**src/rtl/bitstream_fetch_ctrl.sv**
```systemverilog
// Entropy-coded byte packer: strips 0xFF00 stuffing, decodes markers, and packs
// bit-reversed bytes into BUS_W words for the input bit buffer.
module bitstream_fetch_ctrl #(
   parameter int BUS_W = 32
) (
   input  logic             clk,
   input  logic             rst,
   input  logic [7:0]       s_data,
   input  logic             s_valid,
   output logic             s_ready,
   input  logic             buf_request,
   output logic             buf_wr_en,
   output logic [BUS_W-1:0] buf_data,
   output logic             marker_valid,
   output logic [7:0]       marker_code,
   output logic             eoi,
   input  logic             restart
);
   localparam int NB = BUS_W / 8;
   localparam int CW = $clog2(NB + 1);

   typedef enum logic [1:0] {FILL, FF_SEEN, FLUSH, DONE} state_t;

   state_t              state_q, state_d;
   logic [CW-1:0]       cnt_q, cnt_d;
   logic [NB-1:0][7:0]  word_q, word_d;   // slots hold bytes already bit-reversed
   logic                eoi_pend_q, eoi_pend_d;
   logic                eoi_q, eoi_d;
   logic                mk_vld_q, mk_vld_d;
   logic [7:0]          mk_code_q, mk_code_d;
   logic                full, accept, store;
   logic [7:0]          store_byte;

   function automatic logic [7:0] bitrev8(input logic [7:0] b);
      logic [7:0] r;
      for (int j = 0; j < 8; j++) r[j] = b[7-j];
      return r;
   endfunction

   assign full      = (cnt_q == CW'(NB));
   assign buf_wr_en = !rst && buf_request &&
                      (full || (state_q == FLUSH && cnt_q != '0));
   // A full word frees slot 0 on the same edge it is written, so no bubble.
   assign s_ready   = !rst && (state_q == FILL || state_q == FF_SEEN) &&
                      (!full || buf_wr_en);
   assign accept    = s_valid && s_ready;

   always_comb begin
      state_d    = state_q;
      cnt_d      = buf_wr_en ? '0 : cnt_q;
      word_d     = word_q;
      eoi_pend_d = eoi_pend_q;
      eoi_d      = eoi_q;
      mk_vld_d   = 1'b0;
      mk_code_d  = mk_code_q;
      store      = 1'b0;
      store_byte = s_data;
      unique case (state_q)
         FILL: begin
            if (accept) begin
               if (s_data == 8'hFF) state_d = FF_SEEN;
               else                 store   = 1'b1;
            end
         end
         FF_SEEN: begin
            if (accept) begin
               if (s_data == 8'h00) begin
                  store      = 1'b1;
                  store_byte = 8'hFF;
                  state_d    = FILL;
               end else if (s_data != 8'hFF) begin
                  mk_vld_d  = 1'b1;
                  mk_code_d = s_data;
                  if (s_data >= 8'hD0 && s_data <= 8'hD7) begin
                     state_d = FLUSH;
                  end else if (s_data == 8'hD9) begin
                     eoi_pend_d = 1'b1;
                     state_d    = FLUSH;
                  end else begin
                     state_d = FILL;
                  end
               end
            end
         end
         FLUSH: begin
            // Wait for the buffer if a partial word is pending; empty word exits at once.
            if (cnt_q == '0 || buf_wr_en) begin
               state_d = eoi_pend_q ? DONE : FILL;
               if (eoi_pend_q) eoi_d = 1'b1;
            end
         end
         DONE: begin
            if (restart) begin
               state_d    = FILL;
               eoi_d      = 1'b0;
               eoi_pend_d = 1'b0;
               cnt_d      = '0;
            end
         end
      endcase
      if (store) begin
         for (int k = 0; k < NB; k++)
            if (cnt_d == CW'(k)) word_d[k] = bitrev8(store_byte);
         cnt_d = cnt_d + CW'(1);
      end
   end

   always_ff @(posedge clk) begin
      if (rst) begin
         state_q    <= FILL;
         cnt_q      <= '0;
         word_q     <= '0;
         eoi_pend_q <= 1'b0;
         eoi_q      <= 1'b0;
         mk_vld_q   <= 1'b0;
         mk_code_q  <= 8'h00;
      end else begin
         state_q    <= state_d;
         cnt_q      <= cnt_d;
         word_q     <= word_d;
         eoi_pend_q <= eoi_pend_d;
         eoi_q      <= eoi_d;
         mk_vld_q   <= mk_vld_d;
         mk_code_q  <= mk_code_d;
      end
   end

   // Unfilled slots are padded with all-ones on a flush write.
   always_comb begin
      buf_data = '0;
      for (int k = 0; k < NB; k++)
         if (buf_wr_en) buf_data[8*k +: 8] = (CW'(k) < cnt_q) ? word_q[k] : 8'hFF;
   end

   assign marker_valid = mk_vld_q;
   assign marker_code  = mk_code_q;
   assign eoi          = eoi_q;
endmodule
```
**config.mk**
```make
export PLATFORM = sky130hd
export DESIGN_NAME = bitstream_fetch_ctrl
export DESIGN_NICKNAME = d
export VERILOG_FILES = /design/src/rtl/bitstream_fetch_ctrl.sv
export SDC_FILE = /design/constraint.sdc
export NUM_CORES = 1
export LEC_CHECK = 0
export BUFFER_PORTS_ARGS = -buffer_cell sky130_fd_sc_hd__buf_2
export CAP_MARGIN = 20
export CELL_PAD_IN_SITES_DETAIL_PLACEMENT = 2
export CELL_PAD_IN_SITES_GLOBAL_PLACEMENT = 2
export CORE_ASPECT_RATIO = 1.5
export CORE_MARGIN = 4
export CORE_UTILIZATION = 31
export DETAILED_ROUTE_END_ITERATION = 8
export GPL_ROUTABILITY_DRIVEN = 0
export GPL_TIMING_DRIVEN = 1
export PLACE_DENSITY = 0.79
export SLEW_MARGIN = 20
export SYNTH_ARGS = -nofsm -noshare
export SYNTH_HDL_FRONTEND = slang
export SYNTH_SLANG_ARGS = --single-unit
```
**constraint.sdc**
```tcl
create_clock -name clk -period 3.05 [get_ports clk]
set_input_delay 0.305 -clock clk [delete_from_list [all_inputs] [get_ports clk]]
set_output_delay 0.305 -clock clk [all_outputs]
set_load 0.02 [all_outputs]
```
==> reports/results.tsv <==
metric	value	unit
total die area	9440	sq um
power density over cell area	494	nW/um^2
1st-iter DRT viols	68	
synthesized net count	306	
DR vias/cell	5.12	
Total Wirelength	7960	um
Initial Util	32.1	%
Area contributors post-synth	dfxtp_1, a211oi_1, a21oi_1	
Hold Fails Final Rpt	0	
RSZ-0062 raised after global routing	false	
kind of critical path	flop to output pin	
ANT cells	0	
critical path arrival	2.34	ns
Crit path required time	2.74	ns
multi-input logic area	1250	sq um
Leakage	0.00119	uW
Nets	354	
Clock Sinks	48	
Final min period	2.64	ns
dpl hpwl	5770	um
# Max-Cap Violations	0	
Setup Fix Bufs, Post-CTS	0	
critical path, cell by cell	nor2b_1 -> o21ai_1 -> buf_4 -> or2_2 -> inv_1 -> and2_1 -> buf_2	
cts repair resizes	0	
CTS tree	yes	
startpoint types	flop	
ANT nets after route	0	
largest net degree at the start of global routing	33	
fmax	378	MHz
register clock-pin slew on the reported worst setup and hold paths	0.07	ns
chip width	80.7	um
Final Power	1420	uW
cell taking the most area after synthesis	dfxtp_1	
Post-Syn Area per Cell	8.53	sq um
synthesized cell area	2460	sq um
global routing met3 resource utilization	3.22	%
Hold WS	0.337	ns
Mapped Cells	288	
Final Slew Violations	0	
Die H	117	um
r2r setup slk	0.52	ns
CTS root buf	clkbuf_16	
crit-path max FO	25	
initial antenna violation count	0	
Post-synth EDFFs	0	
fin cells	439	
vias in the first global route	2466	
routed len/inst	18.1	um
Initial DRT Pass Iterations	4	
pre-CTS setup slack	0.441	ns
Worst Hold Class	primary input to flop	
busiest grt layer	met2	
clock skew	0.00268	ns
Cells after DPL	431	
crit end category	output pin	
prevailing post-synth register cell	dfxtp_1	
Rel. slew slack	57.4	%
slowest CP cell	dfxtp_1	
Cell variety after synth	40	
Num CTS Buffers	5	
Rows	39	
CTS Buffer Depth	2	
sequential area share after synthesis	39.1	%
H-tree Lvls	2	
Placeable Area	7660	sq um
vias post-DR	2249	
global-route met1 utilization	19.1	%
Tcrit/Tclk final	86.6	%
final count of negative-setup-slack endpoints	0	
first-pass GRT wire length	13000	um
DR DRC count	0	
synth warn	0	
FFs w/ async S/R, synth	0	%
final worst slack	0.408	ns
GRT overflow	0	
Tightest Pin Transition	0.637	ns
buffers and inverters on the worst path	3	
# IOs	57	
number of port buffers	56	
setup TNS	0	ns
synth cell count leaders	nor2_1, dfxtp_1, a21oi_1	
Top delay family on crit path	simple AND/OR/NAND/NOR gates	
GRT Overall Usage	18.1	%
Synth top area share	39.1	%
met2 Track Usage GR	35.3	%
Area Growth Syn to Fin	17.2	%
Peak VDD IR	0.000273	V
CP max stage delay	0.53	ns
hold_buf cts	0	
synthesized flop and latch total	48	
share of layout cells above drive strength 1	26.1	%
register area	961	sq um
worst-skew pair later-pin latency	0.29	ns
Fillers	915	
most frequent cell after synthesis	nor2_1	
outcome	completed	
per-layer routing:
layer,part of all wire (%),wire [um]
met5,0,0
met4,1.1,85
met3,4.3,340
met2,56,4450
met1,39,3090
power by group:
part | internal [uW] | switching, uW
Sequential | 641 | 9.83
Clock | 327 | 252
Combinational | 58.6 | 134
Total | 1030 | 396
worst reg2reg max path: cells and delay by family (launching register included):
family | cells | cell delay (ns)
AO/OA/AOI/OAI | 3 | 0.72
buffers and inverters | 1 | 0.29
flip-flops | 1 | 0.41
AND/OR/NAND/NOR | 2 | 1.02
cells in the final DEF (no fill, tap or decap), types with 4 or more instances in the layout:
| master | count |
|---|---|
| and2_1 | 9 |
| mux2i_1 | 8 |
| buf_2 | 56 |
| nor2_1 | 56 |
| dfxtp_1 | 48 |
| nand3_1 | 5 |
| and2_2 | 4 |
| inv_1 | 13 |
| nand2_1 | 7 |
| a211oi_1 | 33 |
| a21oi_1 | 42 |
| nor3_1 | 7 |
| ha_1 | 5 |
| clkbuf_16 | 5 |
| buf_4 | 7 |
stage by stage:
stage	util, %	cell area, sq um
CTS	37.6	2880
detailed placement	35.6	2730
global placement	35.6	2730
finish	37.6	2880
floorplan	-	2460
global route	37.6	2880
state kept, by name (all words and copies together) (netlist names):
register and count:
word_q 32, marker_valid 1, marker_code 8, eoi 1
eoi_pend_q 1, cnt_q 3, state_q 2
logic make-up (layout without fill, tap and decap cells):
group,count (synthesis),count (layout),share of synthesized area (%)
and+or+nand+nor,103,103,21.0
AOI/OAI and AO/OA,88,88,23.7
DFF,48,48,39.1
buffers and inverters,35,84,10.1
muxes,8,8,3.26
adders and majority gates,5,5,2.55
xor gates and xnor gates,1,1,0.356
worst paths after layout:
path / startpoint / end / cells after the start
max reg2reg: state_q[1]$_SDFFE_PP0P_ / word_q[4]$_SDFFE_PP0P_ / 6
max: state_q[1]$_SDFFE_PP0P_ / buf_data[1] / 7
min reg2reg: marker_code[6]$_SDFFE_PP0P_ / marker_code[6]$_SDFFE_PP0P_ / 2
min: s_data[0] / marker_code[0]$_SDFFE_PP0P_ / 3
final cells by class:
type                       count  share of cell area, %
inverter                      13                   1.69
tap                          102                   4.43
clock inverter                 2                  0.522
timing repair buffer          63                   11.6
clock buffer                   6                   4.82
sequential                    48                   33.4
multi-input combinational    205                   43.6
No activity file was read; power rests on OpenSTA's default activity.
